--- config.mk ---
export PLATFORM = sky130hd
export DESIGN_NAME = can_tx_stuff_sequencer
export DESIGN_NICKNAME = d
export VERILOG_FILES = /design/src/rtl/can_tx_stuff_sequencer.sv
export SDC_FILE = /design/constraint.sdc
export NUM_CORES = 1
export LEC_CHECK = 0
export BUFFER_PORTS_ARGS = -buffer_cell sky130_fd_sc_hd__buf_2
export CORE_MARGIN = 5
export CORE_UTILIZATION = 42
export DETAILED_ROUTE_END_ITERATION = 10
export HOLD_SLACK_MARGIN = 0.06
export SLEW_MARGIN = 20
export SYNTH_ARGS = -nofsm -noshare
export SYNTH_HDL_FRONTEND = slang
export SYNTH_SLANG_ARGS = --single-unit
--- constraint.sdc ---
create_clock -name clk -period 4.16 [get_ports clk]
set_input_delay 0.208 -clock clk [delete_from_list [all_inputs] [get_ports clk]]
set_output_delay 0.208 -clock clk [all_outputs]
set_load 0.02 [all_outputs]
--- src/rtl/can_tx_stuff_sequencer.sv ---
// can_tx_stuff_sequencer: serialises a CAN stuffable segment with bit stuffing, then the fixed tail and intermission.
// Optional bus bit monitor enabled by defining CAN_TX_BITMON_EN.
module can_tx_stuff_sequencer #(
    parameter int MAX_BITS = 128,
    parameter int LEN_W    = $clog2(MAX_BITS + 1),
    parameter int CNT_W    = 8
) (
    input  logic                clk,
    input  logic                rst_n,
    input  logic                bit_tick,
    input  logic                frame_valid,
    output logic                frame_ready,
    input  logic [MAX_BITS-1:0] frame_bits,
    input  logic [LEN_W-1:0]    frame_len,
    input  logic                arb_lost,
    input  logic                rx_bit,
    output logic                tx_bit,
    output logic                stuff_bit,
    output logic                busy,
    output logic                done,
    output logic                aborted,
    output logic                len_err,
    output logic                bit_err,
    output logic [CNT_W-1:0]    stuff_count
);
    typedef enum logic [1:0] {IDLE, STUFF, TAIL, IFS} state_t;

    state_t              state_q, state_d;
    logic [MAX_BITS-1:0] sr_q, sr_d;
    logic [LEN_W-1:0]    rem_q, rem_d;
    logic [2:0]          run_q, run_d;
    logic                last_q, last_d;
    logic [3:0]          cnt_q, cnt_d;
    logic                tx_q, tx_d, stuff_q, stuff_d;
    logic                done_q, done_d, abort_q, abort_d;
    logic                len_err_q, len_err_d, bit_err_q, bit_err_d;
    logic [CNT_W-1:0]    scnt_q, scnt_d;
    logic                mon_err;

`ifdef CAN_TX_BITMON_EN
    // run_q==0 only before SOF has been driven, so the SOF tick is skipped
    assign mon_err = bit_tick && (run_q != 3'd0) && (rx_bit != tx_q);
`else
    logic unused_rx;
    assign unused_rx = rx_bit;
    assign mon_err   = 1'b0;
`endif

    always_comb begin
        state_d   = state_q;
        sr_d      = sr_q;
        rem_d     = rem_q;
        run_d     = run_q;
        last_d    = last_q;
        cnt_d     = cnt_q;
        tx_d      = tx_q;
        stuff_d   = stuff_q;
        scnt_d    = scnt_q;
        done_d    = 1'b0;
        abort_d   = 1'b0;
        len_err_d = 1'b0;
        bit_err_d = 1'b0;
        case (state_q)
            IDLE: begin
                tx_d    = 1'b1;
                stuff_d = 1'b0;
                if (frame_valid) begin
                    if (frame_len == '0 || frame_len > LEN_W'(MAX_BITS)) begin
                        len_err_d = 1'b1;
                    end else begin
                        state_d = STUFF;
                        sr_d    = frame_bits;
                        rem_d   = frame_len;
                        run_d   = 3'd0;
                        scnt_d  = '0;
                    end
                end
            end
            STUFF: begin
                if (arb_lost || mon_err) begin
                    state_d   = IDLE;
                    tx_d      = 1'b1;
                    stuff_d   = 1'b0;
                    abort_d   = arb_lost;
                    bit_err_d = !arb_lost;
                end else if (bit_tick) begin
                    if (run_q == 3'd5) begin
                        tx_d    = ~last_q;
                        stuff_d = 1'b1;
                        last_d  = ~last_q;
                        run_d   = 3'd1;
                        scnt_d  = &scnt_q ? scnt_q : scnt_q + 1'b1;
                    end else if (rem_q != '0) begin
                        tx_d    = sr_q[MAX_BITS-1];
                        stuff_d = 1'b0;
                        sr_d    = {sr_q[MAX_BITS-2:0], 1'b0};
                        rem_d   = rem_q - 1'b1;
                        run_d   = (sr_q[MAX_BITS-1] == last_q) ? run_q + 3'd1 : 3'd1;
                        last_d  = sr_q[MAX_BITS-1];
                    end else begin
                        state_d = TAIL;
                        tx_d    = 1'b1;
                        stuff_d = 1'b0;
                        cnt_d   = 4'd1;
                    end
                end
            end
            TAIL: begin
                if (bit_tick) begin
                    state_d = (cnt_q == 4'd10) ? IFS : TAIL;
                    cnt_d   = (cnt_q == 4'd10) ? 4'd1 : cnt_q + 4'd1;
                end
            end
            IFS: begin
                if (bit_tick) begin
                    state_d = (cnt_q == 4'd2) ? IDLE : IFS;
                    done_d  = (cnt_q == 4'd2);
                    cnt_d   = cnt_q + 4'd1;
                end
            end
        endcase
    end

    always_ff @(posedge clk or negedge rst_n) begin
        if (!rst_n) begin
            state_q   <= IDLE;
            sr_q      <= '0;
            rem_q     <= '0;
            run_q     <= 3'd0;
            last_q    <= 1'b1;
            cnt_q     <= 4'd0;
            tx_q      <= 1'b1;
            stuff_q   <= 1'b0;
            scnt_q    <= '0;
            done_q    <= 1'b0;
            abort_q   <= 1'b0;
            len_err_q <= 1'b0;
            bit_err_q <= 1'b0;
        end else begin
            state_q   <= state_d;
            sr_q      <= sr_d;
            rem_q     <= rem_d;
            run_q     <= run_d;
            last_q    <= last_d;
            cnt_q     <= cnt_d;
            tx_q      <= tx_d;
            stuff_q   <= stuff_d;
            scnt_q    <= scnt_d;
            done_q    <= done_d;
            abort_q   <= abort_d;
            len_err_q <= len_err_d;
            bit_err_q <= bit_err_d;
        end
    end

    assign frame_ready = (state_q == IDLE);
    assign busy        = (state_q != IDLE);
    assign tx_bit      = tx_q;
    assign stuff_bit   = stuff_q;
    assign done        = done_q;
    assign aborted     = abort_q;
    assign len_err     = len_err_q;
    assign bit_err     = bit_err_q;
    assign stuff_count = scnt_q;
endmodule
==> impl_metrics.yaml <==
status:
  status: "finished clean"
synthesis:
  synth-edff-count: 0
  ys_types: 54
  syn_nets: 1055
  ys_seq_area_share_pct: 52.6
  synth-main-ff-cell: "dfrtp_1"
  ys_ff_latch: 159
  synth.area.top_cells: "dfrtp_1 (52%), nand2_1 (14%), a31oi_1 (11%)"
  synth.avg_cell_area_um2: 8.36
  async_reset_ff_share_pct: 100
  netlist.area_leader.share_pct: 51.9
  syn-cell-area_um2: 7580
  synthCells: 906
  yosysWarnings: 0
  synth_top_area_cell: "dfrtp_1"
timing:
  setup_viol: 0
  slew_viol_final: 0
  rsz0062_at_grt: "false"
  fin_crit_ps: 2720
  finalHoldViolCount: 0
  worst_slack_ps: 1440
  fin_skew_ps: 9.50
  relSlewSlack_pct: 36.6
  tightestPinTransition_ps: 951
  finalCritPeriodShare_pct: 65.3
  fmax_mhz: 368
  tns_ps: 0
setup_path:
  path_class: "reg -> reg"
  cp.required_ps: 4510
  cp_max_fo: 76
  worstPathArrival_ps: 3060
  r2r_cells: 6
  crit_chain: "nor2b_4 -> buf_4 -> buf_4 -> o21ai_0 -> nand2_1 -> a22o_1"
  cp_slowest_stage_delay_ps: 730
  critPathMostFrequentCell: "buf_4"
  crit_path_top_delay_cell: "buf_4"
  startpoint_type: "flip-flop"
  worstSetupEndpointType: "flip-flop"
min_path:
  hold_path_class: "in -> reg"
  holdPathStages: 3
cells_and_area:
  layout_common_cells: "nand2_1 (287), dfrtp_1 (157), buf_2 (154)"
  syn_to_final_growth_pct: 37.7
  diodes: 0
  fin_util_pct: 58.5
  stdcell_count: 1392
  drive_above_1_share_pct: 17.2
  finalNetCount: 1299
  final_common_cell: "nand2_1"
place:
  hpwl_mm: 11.5
  post-place-ws_ps: 1400
  place.gp.congestion: 0.777
  port_buffers: 155
  post-place-cells: 1233
clock_tree:
  clk_pin_slew_ps: 60
  cts.path.max_buffers: 2
  worstSkewPairLatency_ps: 420
  post_cts_buffers: 0
  tritoncts: "done"
  cts-root-buf: "clkbuf_16"
  numCtsBuffers: 17
  clkSinkCount: 159
  cts_max_level: 4
global_routing:
  grt_pass1_vias: 6880
  grtUsageTotal_pct: 19.5
  grt_util_met3_pct: 4.07
  grt.overflow.total: 0
  grtUsageMet1_pct: 28.0
  antenna_found_initial: 0
  grt_busiest_layer: "met2"
  grt_max_degree: 148
  grt_pass1_wl_mm: 33.1
  met2_usage_pct: 29.7
pwr:
  ir_drop_mv: 0.293
  intPower_uw: 4290
  clkPwrFrac_pct: 29.2
  pwr-share-comb_pct: 28.8
  power_density_nw_per_um2: 612
  swShare_pct: 32.8
  p_switching_uw: 2100
  pwr-share-seq_pct: 42.0
  p_leak_uw: 0.00468
floorplanning:
  core_um2: 17800
  fp.dieW_um: 144
  ios: 158
  initial_core_util_pct: 42.5
  dieArea_um2: 20800
  rows: 49
  die_h_um: 144
route:
  wl_mm: 19.9
  route.detailed.drc: 0
  wl_per_cell_um: 14.3
  drt-pass1-iter-count: 5
  via_count: 7197
  drtIter0Drc: 422
  final_antenna_net_count: 0
  viasPerCell: 5.17
job:
  cap_viol_max_count: 0
==> synth_stat cells, types with 4 or more instances <==
master	instances
clkbuf_1	35
nand3_1	7
o21ai_0	14
nand4_1	6
nor3_1	6
ha_1	7
a22o_1	4
inv_1	8
a31oi_1	130
dfrtp_1	157
buf_4	8
buf_2	21
nor2_1	137
a21oi_1	12
and3_1	4
nand2_1	287
==> routing by layer <==
layer,routed length (um),vias up
met5,0,-
met4,302,0
met3,1060,29
met2,9130,182
met1,9390,3394
li1,-,3592
==> per-stage QoR <==
stage,area (um^2),hold slack [ps],total power (uW)
2_1_floorplan,7580,-87.6,4000
3_3_place_gp,8450,279,4400
3_5_place_dp,8450,284,4460
4_1_cts,10400,61.0,6450
5_1_grt,10400,68.6,6880
6_report,10400,74.1,6390
==> worst paths after layout <==
check	slack, ps	end	from
worst max-delay path	1440	rem_q[5]$_DFFE_PN0P_	state_q[0]$_DFFE_PN0P_
worst min-delay path	70	sr_q[48]$_DFFE_PN0P_	frame_bits[48]
worst max register to register	1440	rem_q[5]$_DFFE_PN0P_	state_q[0]$_DFFE_PN0P_
worst min register to register	500	last_q$_DFFE_PN1P_	last_q$_DFFE_PN1P_
max in group asynchronous	2710	sr_q[50]$_DFFE_PN0P_	rst_n
min in group asynchronous	360	sr_q[87]$_DFFE_PN0P_	rst_n
==> flip-flops by register name (all words and copies together), names as in the netlist <==
signal and flops:
sr_q 128, rem_q 8, stuff_count 8, cnt_q 4
run_q 3, state_q 2, aborted 1, done 1
last_q 1, len_err 1, stuff_bit 1, tx_bit 1
==> cell type report <==
type                       instances  area [um^2]
timing repair buffer             290         2140
inverter                           8         30.0
clock buffer                      20          457
clock inverter                    12          254
multi-input combinational        674         3280
sequential                       159         3980
tap                              229          287
fill                            1552         7410
==> power groups by stage <==
| stage | combinational [uW] | clock [uW] | sequential (uW) |
|---|---|---|---|
| floorplan | 1430 | 0 | 2570 |
| global placement | 1720 | 0 | 2680 |
| detailed placement | 1760 | 0 | 2700 |
| CTS | 1860 | 1900 | 2680 |
| global route | 2130 | 1970 | 2770 |
| finish | 1840 | 1860 | 2680 |
==> timing repair <==
item                      in CTS  in global routing
hold endpoints to repair     194                  0
hold buffers                 127                  0
resized for setup              0                  0
==> cell families (layout without fill, tap and decap cells) <==
family          after synthesis  count (layout)  synth area share (%)
buf+inv                      73             330                  4.46
fa+ha+maj                     7               7                  1.16
mux                           2               2                 0.281
other cells                   1               1                0.0495
flops                       159             159                  52.6
compound gates              193             193                  16.4
xor+xnor                      2               2                 0.231
simple gates                469             469                  24.8
==> critical path, delay by kind of cell, from the launching register on <==
kind                   cells  cell delay, ps
flip-flops                 1             630
AO/OA/AOI/OAI              2             340
AND/OR/NAND/NOR            2             350
buffers and inverters      2            1310
Note: power is estimated with default switching activity, not from simulation.
